## src/rtl/dmem_arbiter.sv

```systemverilog
// -----------------------------------------------------------------------------
// dmem_arbiter
//
// Shares the single-port, byte-enabled MEM-stage data memory between the core
// load/store path (m0) and the debug/program-loader port (m1). One access is
// granted per cycle; its fields are muxed onto the mem_* outputs in the same
// cycle. Alignment and funct3 legality are checked at grant time: bad accesses
// are still granted but never strobe the memory, and respond with err=1.
// The returned word is registered in the grant cycle and sign/zero-extended
// on the way out, so the granted port sees a one-cycle-latency response.
//
// Build option:
//   DMEM_ARB_RR_EN  defined   -> round-robin arbitration (one-bit pointer)
//                   undefined -> fixed priority (m0 wins ties) with a
//                                starvation guard that lets m1 win after
//                                MAX_WAIT consecutive losing cycles
//
// Parameters:
//   DATA_WIDTH  address/data width (only 32 is supported)
//   MAX_WAIT    starvation threshold for m1 in fixed-priority mode (1..255)
//
// Ports:
//   clk, rst_n                   clock, asynchronous active-low reset
//   mX_req_i                     access request, held until granted
//   mX_we_i                      1 = store, 0 = load
//   mX_funct3_i                  RV32I load/store funct3
//   mX_addr_i, mX_wdata_i        byte address, LSB-aligned store data
//   mX_gnt_o                     combinational grant
//   mX_rvalid_o                  one-cycle response pulse
//   mX_rdata_o                   extended load data (0 for stores/errors)
//   mX_err_o                     misaligned/illegal access, qualified by rvalid
//   mem_re_o, mem_we_o           memory read/write strobes
//   mem_funct3_o                 funct3 forwarded to the memory
//   mem_addr_o, mem_wdata_o      memory address and write data
//   mem_rdata_i                  combinational word read from the memory
// -----------------------------------------------------------------------------
module dmem_arbiter #(
  parameter int DATA_WIDTH = 32,
  parameter int MAX_WAIT   = 8
) (
  input  logic                  clk,
  input  logic                  rst_n,

  input  logic                  m0_req_i,
  input  logic                  m0_we_i,
  input  logic [2:0]            m0_funct3_i,
  input  logic [DATA_WIDTH-1:0] m0_addr_i,
  input  logic [DATA_WIDTH-1:0] m0_wdata_i,
  output logic                  m0_gnt_o,
  output logic                  m0_rvalid_o,
  output logic [DATA_WIDTH-1:0] m0_rdata_o,
  output logic                  m0_err_o,

  input  logic                  m1_req_i,
  input  logic                  m1_we_i,
  input  logic [2:0]            m1_funct3_i,
  input  logic [DATA_WIDTH-1:0] m1_addr_i,
  input  logic [DATA_WIDTH-1:0] m1_wdata_i,
  output logic                  m1_gnt_o,
  output logic                  m1_rvalid_o,
  output logic [DATA_WIDTH-1:0] m1_rdata_o,
  output logic                  m1_err_o,

  output logic                  mem_re_o,
  output logic                  mem_we_o,
  output logic [2:0]            mem_funct3_o,
  output logic [DATA_WIDTH-1:0] mem_addr_o,
  output logic [DATA_WIDTH-1:0] mem_wdata_o,
  input  logic [DATA_WIDTH-1:0] mem_rdata_i
);

  // Legality: funct3[1:0]=11 is never a load/store size, stores have no
  // unsigned variants, and LBU/LHU exist but "LWU" (110) does not on RV32I.
  function automatic logic f_access_ok(input logic       we,
                                       input logic [2:0] f3,
                                       input logic [1:0] lo);
    logic ok;
    ok = (f3[1:0] != 2'b11) && !(f3[2] && (we || f3[1]));
    case (f3[1:0])
      2'b01:   ok = ok && !lo[0];
      2'b10:   ok = ok && (lo == 2'b00);
      default: ok = ok;
    endcase
    return ok;
  endfunction

  logic                  w_m1_wins;
  logic                  w_m0_wins;
  logic                  w_gnt;
  logic                  w_sel_we;
  logic [2:0]            w_sel_f3;
  logic [DATA_WIDTH-1:0] w_sel_addr;
  logic [DATA_WIDTH-1:0] w_sel_wdata;
  logic                  w_ok;

  logic                  r_rvalid_m0;
  logic                  r_rvalid_m1;
  logic                  r_err;
  logic                  r_load;
  logic [2:0]            r_f3;
  logic [1:0]            r_lane;
  logic [DATA_WIDTH-1:0] r_word;

`ifdef DMEM_ARB_RR_EN
  // r_ptr names the requester preferred on a tie (0 = m0, 1 = m1).
  logic r_ptr;

  assign w_m1_wins = m1_req_i & (~m0_req_i | r_ptr);

  // After each grant the preference moves to the requester that did not win.
  always_ff @(posedge clk or negedge rst_n) begin
    if (!rst_n) begin
      r_ptr <= 1'b0;
    end else if (w_gnt) begin
      r_ptr <= m0_gnt_o;
    end
  end
`else
  localparam logic [7:0] LP_MAX_WAIT = MAX_WAIT[7:0];

  logic [7:0] r_wait_cnt;

  assign w_m1_wins = m1_req_i & (~m0_req_i | (r_wait_cnt == LP_MAX_WAIT));

  // Count consecutive cycles m1 waits; saturates so that m1 keeps winning
  // contested cycles only until it is actually served.
  always_ff @(posedge clk or negedge rst_n) begin
    if (!rst_n) begin
      r_wait_cnt <= 8'd0;
    end else if (!m1_req_i || m1_gnt_o) begin
      r_wait_cnt <= 8'd0;
    end else if (r_wait_cnt != LP_MAX_WAIT) begin
      r_wait_cnt <= r_wait_cnt + 8'd1;
    end
  end
`endif

  assign w_m0_wins = m0_req_i & ~w_m1_wins;

  // Grants are suppressed while reset is held so nothing reaches the memory.
  assign m0_gnt_o = rst_n & w_m0_wins;
  assign m1_gnt_o = rst_n & w_m1_wins;
  assign w_gnt    = m0_gnt_o | m1_gnt_o;

  // Route the winner onto the memory side; all zero when nobody is granted.
  always_comb begin
    w_sel_we    = 1'b0;
    w_sel_f3    = 3'b000;
    w_sel_addr  = '0;
    w_sel_wdata = '0;
    if (m1_gnt_o) begin
      w_sel_we    = m1_we_i;
      w_sel_f3    = m1_funct3_i;
      w_sel_addr  = m1_addr_i;
      w_sel_wdata = m1_wdata_i;
    end else if (m0_gnt_o) begin
      w_sel_we    = m0_we_i;
      w_sel_f3    = m0_funct3_i;
      w_sel_addr  = m0_addr_i;
      w_sel_wdata = m0_wdata_i;
    end
  end

  assign w_ok         = f_access_ok(w_sel_we, w_sel_f3, w_sel_addr[1:0]);
  assign mem_re_o     = w_gnt & w_ok & ~w_sel_we;
  assign mem_we_o     = w_gnt & w_ok & w_sel_we;
  assign mem_funct3_o = w_sel_f3;
  assign mem_addr_o   = w_sel_addr;
  assign mem_wdata_o  = w_sel_wdata;

  // Capture everything the response needs in the grant cycle. The word is
  // only kept for legal loads so stores and errors answer with zero data.
  always_ff @(posedge clk or negedge rst_n) begin
    if (!rst_n) begin
      r_rvalid_m0 <= 1'b0;
      r_rvalid_m1 <= 1'b0;
      r_err       <= 1'b0;
      r_load      <= 1'b0;
      r_f3        <= 3'b000;
      r_lane      <= 2'b00;
      r_word      <= '0;
    end else begin
      r_rvalid_m0 <= m0_gnt_o;
      r_rvalid_m1 <= m1_gnt_o;
      if (w_gnt) begin
        r_err  <= ~w_ok;
        r_load <= w_ok & ~w_sel_we;
        r_f3   <= w_sel_f3;
        r_lane <= w_sel_addr[1:0];
        r_word <= (w_ok && !w_sel_we) ? mem_rdata_i : '0;
      end
    end
  end

  logic [7:0]            w_byte;
  logic [15:0]           w_half;
  logic [DATA_WIDTH-1:0] w_ext;

  // Lane selection and sign/zero extension of the registered word.
  always_comb begin
    w_byte = 8'h00;
    w_half = r_lane[1] ? r_word[31:16] : r_word[15:0];
    w_ext  = '0;
    case (r_lane)
      2'b00:   w_byte = r_word[7:0];
      2'b01:   w_byte = r_word[15:8];
      2'b10:   w_byte = r_word[23:16];
      default: w_byte = r_word[31:24];
    endcase
    if (r_load) begin
      case (r_f3)
        3'b000:  w_ext = {{(DATA_WIDTH-8){w_byte[7]}}, w_byte};
        3'b100:  w_ext = {{(DATA_WIDTH-8){1'b0}}, w_byte};
        3'b001:  w_ext = {{(DATA_WIDTH-16){w_half[15]}}, w_half};
        3'b101:  w_ext = {{(DATA_WIDTH-16){1'b0}}, w_half};
        3'b010:  w_ext = r_word;
        default: w_ext = '0;
      endcase
    end
  end

  assign m0_rvalid_o = r_rvalid_m0;
  assign m1_rvalid_o = r_rvalid_m1;
  assign m0_err_o    = r_rvalid_m0 & r_err;
  assign m1_err_o    = r_rvalid_m1 & r_err;
  assign m0_rdata_o  = r_rvalid_m0 ? w_ext : '0;
  assign m1_rdata_o  = r_rvalid_m1 ? w_ext : '0;

endmodule

```

## config.mk

```make
export PLATFORM = sky130hd
export DESIGN_NAME = dmem_arbiter
export DESIGN_NICKNAME = d
export VERILOG_FILES = /design/src/rtl/dmem_arbiter.sv
export SDC_FILE = /design/constraint.sdc
export NUM_CORES = 1
export LEC_CHECK = 0
export CELL_PAD_IN_SITES_DETAIL_PLACEMENT = 1
export CELL_PAD_IN_SITES_GLOBAL_PLACEMENT = 2
export CORE_MARGIN = 4
export CORE_UTILIZATION = 16
export DETAILED_ROUTE_END_ITERATION = 10
export PLACE_DENSITY_LB_ADDON = 0.2
export SLEW_MARGIN = 30
export SYNTH_ARGS = -nofsm -noshare
export SYNTH_HDL_FRONTEND = slang
export SYNTH_SLANG_ARGS = --single-unit
```

## constraint.sdc

```tcl
create_clock -name clk -period 3.6 [get_ports clk]
set_input_delay 0.54 -clock clk [delete_from_list [all_inputs] [get_ports clk]]
set_output_delay 0.54 -clock clk [all_outputs]
set_load 0.01 [all_outputs]
```

# Word-level counts from Yosys, hierarchy flattened
# Index checks and enable logic that the tools add are counted.
op_classes:
  add_sub_neg: 1
  eq_ne: 11
  reduce_logical: 15
  mux: 18
  bitwise: 16
ops:
  columns: ["operator", "count"]
  rows:
  - ["$mux 32", 8]
  - ["$pmux 32 s5", 1]
  - ["$pmux 8 s3", 1]
  - ["$mux 16", 1]
  - ["$mux 8", 2]
  - ["$and 1x1->1", 10]
  - ["$add 8x1->8 const B", 1]
  - ["$eq 8x4->1 const B", 1]
  - ["$ne 8x4->1 const B", 1]
  - ["$eq 3x3->1 const B", 2]
  - ["$mux 3", 2]
  - ["$logic_and 1x1->1", 5]
  - ["$eq 2x1->1 const B", 2]
  - ["$eq 2x2->1 const B", 2]
  - ["$logic_not 1->1", 4]
  - ["$logic_not 2->1", 2]
  - ["$not 1->1", 4]
  - ["$eq 3x1->1 const B", 1]
  - ["$eq 3x2->1 const B", 1]
  - ["$logic_not 3->1", 1]
  - ["$logic_or 1x1->1", 2]
  - ["$mux 1", 2]
  - ["$ne 2x2->1 const B", 1]
  - ["$or 1x1->1", 2]
  - ["2 further kinds", 2]
totals:
  word_cells: 69
  input_bits: 172
  regBits: 49
  out_inout_bits: 139

# Logic depth before layout (Yosys ltp)
# Gate-level depths: netlist of the first run.
logic_depth:
  depth_word: 16
  depth_mapped: 12
  ltp_nobuf: 11

# Least setup slack after synthesis of the first run
# OpenSTA, ideal clock, no wires.
synth_timing:
  kind: "register to output"
  start: "register r_wait_cnt[0]"
  end: "output port mem_re_o"
  path_slack_ps: 361
  path_buffers: 1
  path_stages_with_launch: 13
  arrival_time_ps: 2699
  t_required_ps: 3060
  cell_sequence: "dfrtp_1 inv_1 ha_1 and4bb_2 a21oi_2 a32oi_1 inv_1 ha_1 nand2_1 a221o_1 o32ai_4 buf_6 nor3_1"
synth_via:
  elab_chain_len: 16
  word_cells_on_any_way: 29
  classes_between: "4 x eq/ne; 7 x mux; 10 x bitwise; 8 x reduce/logical"
synth_lines:
  columns: ["item", "line", "source"]
  rows:
  - ["from (decl)", "121", "logic [7:0] r_wait_cnt;"]
  - ["from (signal assigned)", "133", "r_wait_cnt <= r_wait_cnt + 8'd1;"]
  - ["$eq 8x4->1 *", "123", "assign w_m1_wins = m1_req_i & (~m0_req_i | (r_wait_cnt == LP_MAX_WAIT));"]
  - ["$or 1x1->1 *", "123", null]
  - ["$and 1x1->1 *", "123", null]
  - ["$not 1->1", "138", "assign w_m0_wins = m0_req_i & ~w_m1_wins;"]
  - ["$and 1x1->1", "138", null]
  - ["$and 1x1->1", "141", "assign m0_gnt_o = rst_n & w_m0_wins;"]
  - ["$mux 3", "156", "end else if (m0_gnt_o) begin"]
  - ["$mux 3 *", "151", "if (m1_gnt_o) begin"]
  - ["named net mem_funct3_o[1]", "66", "output logic [2:0] mem_funct3_o,"]
  - ["$logic_or 1x1->1", "78", "ok = (f3[1:0] != 2'b11) && !(f3[2] && (we || f3[1]));"]
  - ["$logic_and 1x1->1", "78", null]
  - ["$logic_not 1->1", "78", null]
  - ["$logic_and 1x1->1", "78", null]
  - ["$logic_and 1x1->1 (on tied branches)", "81, 80", null]
  - ["$pmux 1 s2 *", "79", "case (f3[1:0])"]
  - ["$and 1x1->1 * (2 in a row)", "165", "assign mem_re_o = w_gnt & w_ok & ~w_sel_we;"]
  - ["to (decl)", "64", "output logic mem_re_o,"]
# The timed path passes the listed nets; every way through them passes the cells marked *.

# Worst setup path after layout of the first run
layout_timing:
  start: "input port m1_req_i"
  end: "output port mem_re_o"
layout_via:
  elab_chain_len: 14
  word_cells_on_any_way: 27
  classes_between: "3 x eq/ne; 7 x mux; 9 x bitwise; 8 x reduce/logical"
layout_lines:
  columns: ["item", "line", "source"]
  rows:
  - ["from (decl)", "54", "input logic m1_req_i,"]
  - ["$and 1x1->1 *", "123", null]
  - ["$not 1->1", "138", null]
  - ["$and 1x1->1", "138", null]
  - ["$and 1x1->1", "141", null]
  - ["$mux 1 or $mux 3 (tied branches)", "156", null]
  - ["$mux 1 or $mux 3 (tied branches)", "151", null]
  - ["$logic_or 1x1->1", "78", null]
  - ["$logic_and 1x1->1", "78", null]
  - ["$logic_not 1->1", "78", null]
  - ["$logic_and 1x1->1", "78", null]
  - ["$logic_and 1x1->1 (on tied branches)", "81, 80", null]
  - ["$pmux 1 s2", "79", null]
  - ["$and 1x1->1", "165", null]
  - ["$and 1x1->1 *", "165", null]
# Every way passes the cells marked *; elsewhere a longest branch is shown, timed or not.

==> flow_metrics.tcl, run 1 <==
set metrics [dict create \
    clock_latency_ns 0.29 \
    use_met2_pct 31.8 \
    clk_pin_slew_ns 0.06 \
    worst_ir_drop_vdd_v 0.000181 \
    post_dp_cell_area_um2 7370 \
    syn_nets 638 \
    gr-usage-all-layers_pct 17.2 \
    met3_usage_pct 4.58 \
    die_h_um 163 \
    synth_edf_count 0 \
    htree_levels 2 \
    dr_total_vias 4922 \
    fmax_mhz 287 \
    crit_arrival_ns 2.95 \
    synth_seq_cells 49 \
    syn-mean-instance-area_um2 8.27 \
    cts-root-buf "clkbuf_16" \
    hold_viol 0 \
    synth_area_leaders "dfrtp_1 (32%), a22o_1 (15%), a21oi_1 (6.7%)" \
    crit_slowest_cell "clkdlybuf4s50_1" \
    max_cap_viol_count 0 \
    grt_pass1_vias 5519 \
    fin_crit_sh_pct 96.9 \
    antenna_left 0 \
    post_drt_wl_per_cell_um 21.9 \
    dp_hpwl_mm 19.6 \
    yosys.area.top_type_share_pct 32.0 \
    path_delay_family "compound AO/OA/AOI/OAI gates" \
    antenna_found_initial 0 \
    tightest_slew_ns 0.721 \
    totalWireLength_mm 23.7 \
    grt.overflow.total 0 \
    min_period_ns 3.49 \
    power_density_nw_per_um2 278 \
    ios 311 \
    cts.path.max_buffers 2 \
    grt_max_degree 68 \
    antennaDiodeCount 0 \
    tritoncts "done" \
    grt_pass1_wl_mm 34.9 \
    cp_max_fo 4 \
    slew_violations 0 \
    dieArea_um2 26500 \
    synthTopCellsByCount "nand2_1 (67), a22o_1 (65), a21oi_1 (51)" \
    finClkSkew_ns 0.00659 \
    synthCells 463 \
    p_leak_nw 2.87 \
    yosysMostFrequentCell "nand2_1" \
    busiest_layer "met2" \
    worst_setup_path_start_kind "input pin" \
    setup_tns_ns 0 \
    dr.pass1.iters 4 \
    rows 56 \
    path_class "input pin to output port" \
    crit_buf_inv 3 \
    drive_gt1_share_pct 9.02 \
    final_nets 939 \
    grtUsageMet1_pct 19.0 \
    post-synth-top-area-cell "dfrtp_1" \
    hold_class "input pin to asynchronous set/reset pin" \
    syn_area_um2 3830 \
    crit_chain "clkdlybuf4s50_1 > and4bb_2 > a21oi_4 > a32oi_2 > inv_2 > ha_4 > nand2_1 > a221o_1 > o32ai_4 > nor3_2 > buf_2" \
    die_w_um 163 \
    start_util_pct 16.3 \
    drc 0 \
    via_per_inst 4.54 \
    gp_congestion 0.830 \
    status "finished, final reports clean" \
    synthDistinctLibCells 43 \
    setup_viol 0 \
    timing.slew.headroom_pct 51.9 \
    yosysSeqAreaShare_pct 32.0 \
    core_um2 23500 \
    critPathRequiredTime_ns 3.06 \
    endpoint_kind "output port" \
    synth_flop_cell "dfrtp_1" \
    area_growth_pct 98.7 \
    cts-buffers-inserted 5 \
    fin_area_um2 7610 \
    async_flop_share_pct 100 \
    port_buffers 310 \
    yosysWarnings 0 \
    drt_first_iter_violations 265 \
    cpPeakStageDelay_ns 0.49 \
    cts.sinks 49 \
    cts_hold_buffers 0 \
]
[worst reg2reg max path: cells and delay by family, from the launching register on]
family	cells	cell delay, ns
compound gates	5	1.14
buf+inv	3	0.57
fa+ha+maj	2	0.47
flops	1	0.41
simple gates	2	0.34
[metrics by stage]
step                worst slack [ns]  utilization, %  std cells  power, mW  hold WS [ns]
detailed placement            -0.356            31.3       1075       1.57         0.501
finish                         0.112            32.3       1084       2.12         0.492
global route                 -0.0109            32.3       1084       2.24         0.538
global placement              -0.286            31.3       1075       1.55         0.495
CTS                           0.0136            32.1       1083       2.15         0.516
floorplan                      0.361               -        463       1.05         0.244
[layout by cell type, fill, tap and decap left out, types with 3 or more instances in the layout]
cell and instances:
clkdlybuf4s50_1 307, nand2_1 67, a22o_1 64, a21oi_1 51
dfrtp_1 49, nand3_1 39, o31ai_1 33, nor2_1 30
buf_4 29, mux4_2 8, a221oi_1 8, inv_1 7
and2_1 7, a22oi_1 7, clkbuf_16 5, xor2_1 4
a21o_1 3, and3_1 3
[sequential cells by signal, indices dropped and copies added, names as in the netlist]
register,cells
r_word,32
r_wait_cnt,8
r_f3,3
r_lane,2
m0_rvalid_o,1
m1_rvalid_o,1
r_err,1
r_load,1
[timing repair]
item | CTS | global route
setup endpoints to repair | 12 | 6
pin swaps | 2 | 3
buffers inserted | 0 | 1
gates cloned | 0 | 0
resized for setup | 11 | 11
[power breakdown]
group | leakage [nW] | total (mW) | internal, mW | switching (mW)
Clock | 0.0841 | 0.558 | 0.348 | 0.210
Combinational | 2.16 | 0.854 | 0.460 | 0.395
Sequential | 0.628 | 0.703 | 0.615 | 0.0876
[cell type report]
type	count	area (um^2)
timing repair buffer	341	3340
clock inverter	1	30.0
multi-input combinational	359	2440
tap	319	399
clock buffer	7	143
sequential	49	1230
fill	2757	15900
inverter	8	30.0
[kinds of logic (layout without fill, tap and decap cells)]
family	Yosys count	in the layout	synth area share [%]
adder cells (fa/ha/maj)	3	3	0.980
XOR/XNOR	6	6	1.37
AO/OA/AOI/OAI	181	181	35.5
buffers and inverters	55	357	6.04
flip-flops	49	49	32.0
multiplexers	9	9	4.97
AND/OR/NAND/NOR	160	160	19.1
[path summary, 6_finish.rpt]
kind	startpoint	endpoint	slack (ns)	cells past startpoint
setup / recovery	m1_req_i	mem_re_o	0.11	11
hold / removal	rst_n	r_wait_cnt[2]	0.49	2
hold reg to reg	r_word[5]	r_word[5]	0.52	2
max in group asynchronous	rst_n	r_word[20]	2.63	2
setup reg to reg	r_wait_cnt[0]	r_word[18]	0.52	12
min in group clk	r_word[5]	r_word[5]	0.52	2
[routing by layer]
layer  vias to the layer above  routed length [um]  share of wire [%]
li1                       2350                   -                  -
met1                      2336                8860                 37
met2                       215               12400                 52
met3                        21                1710                7.2
met4                         0                 796                3.4
met5                         -                   0                  0
No activity file was read; power rests on OpenSTA's default activity.
==> run 2, diff against run 1 <==
CTS_CLUSTER_DIAMETER = 150   (was unset)
==> results of run 2 <==
Same layout as run 1: the final DEF is identical, and so are final timing and power.
==> run 3, diff against run 2 <==
CTS_CLUSTER_DIAMETER = unset   (was 150)
CTS_CLUSTER_SIZE = 20   (was unset)
==> results of run 3 <==
Same layout as run 1: the final DEF is identical, and so are final timing and power.
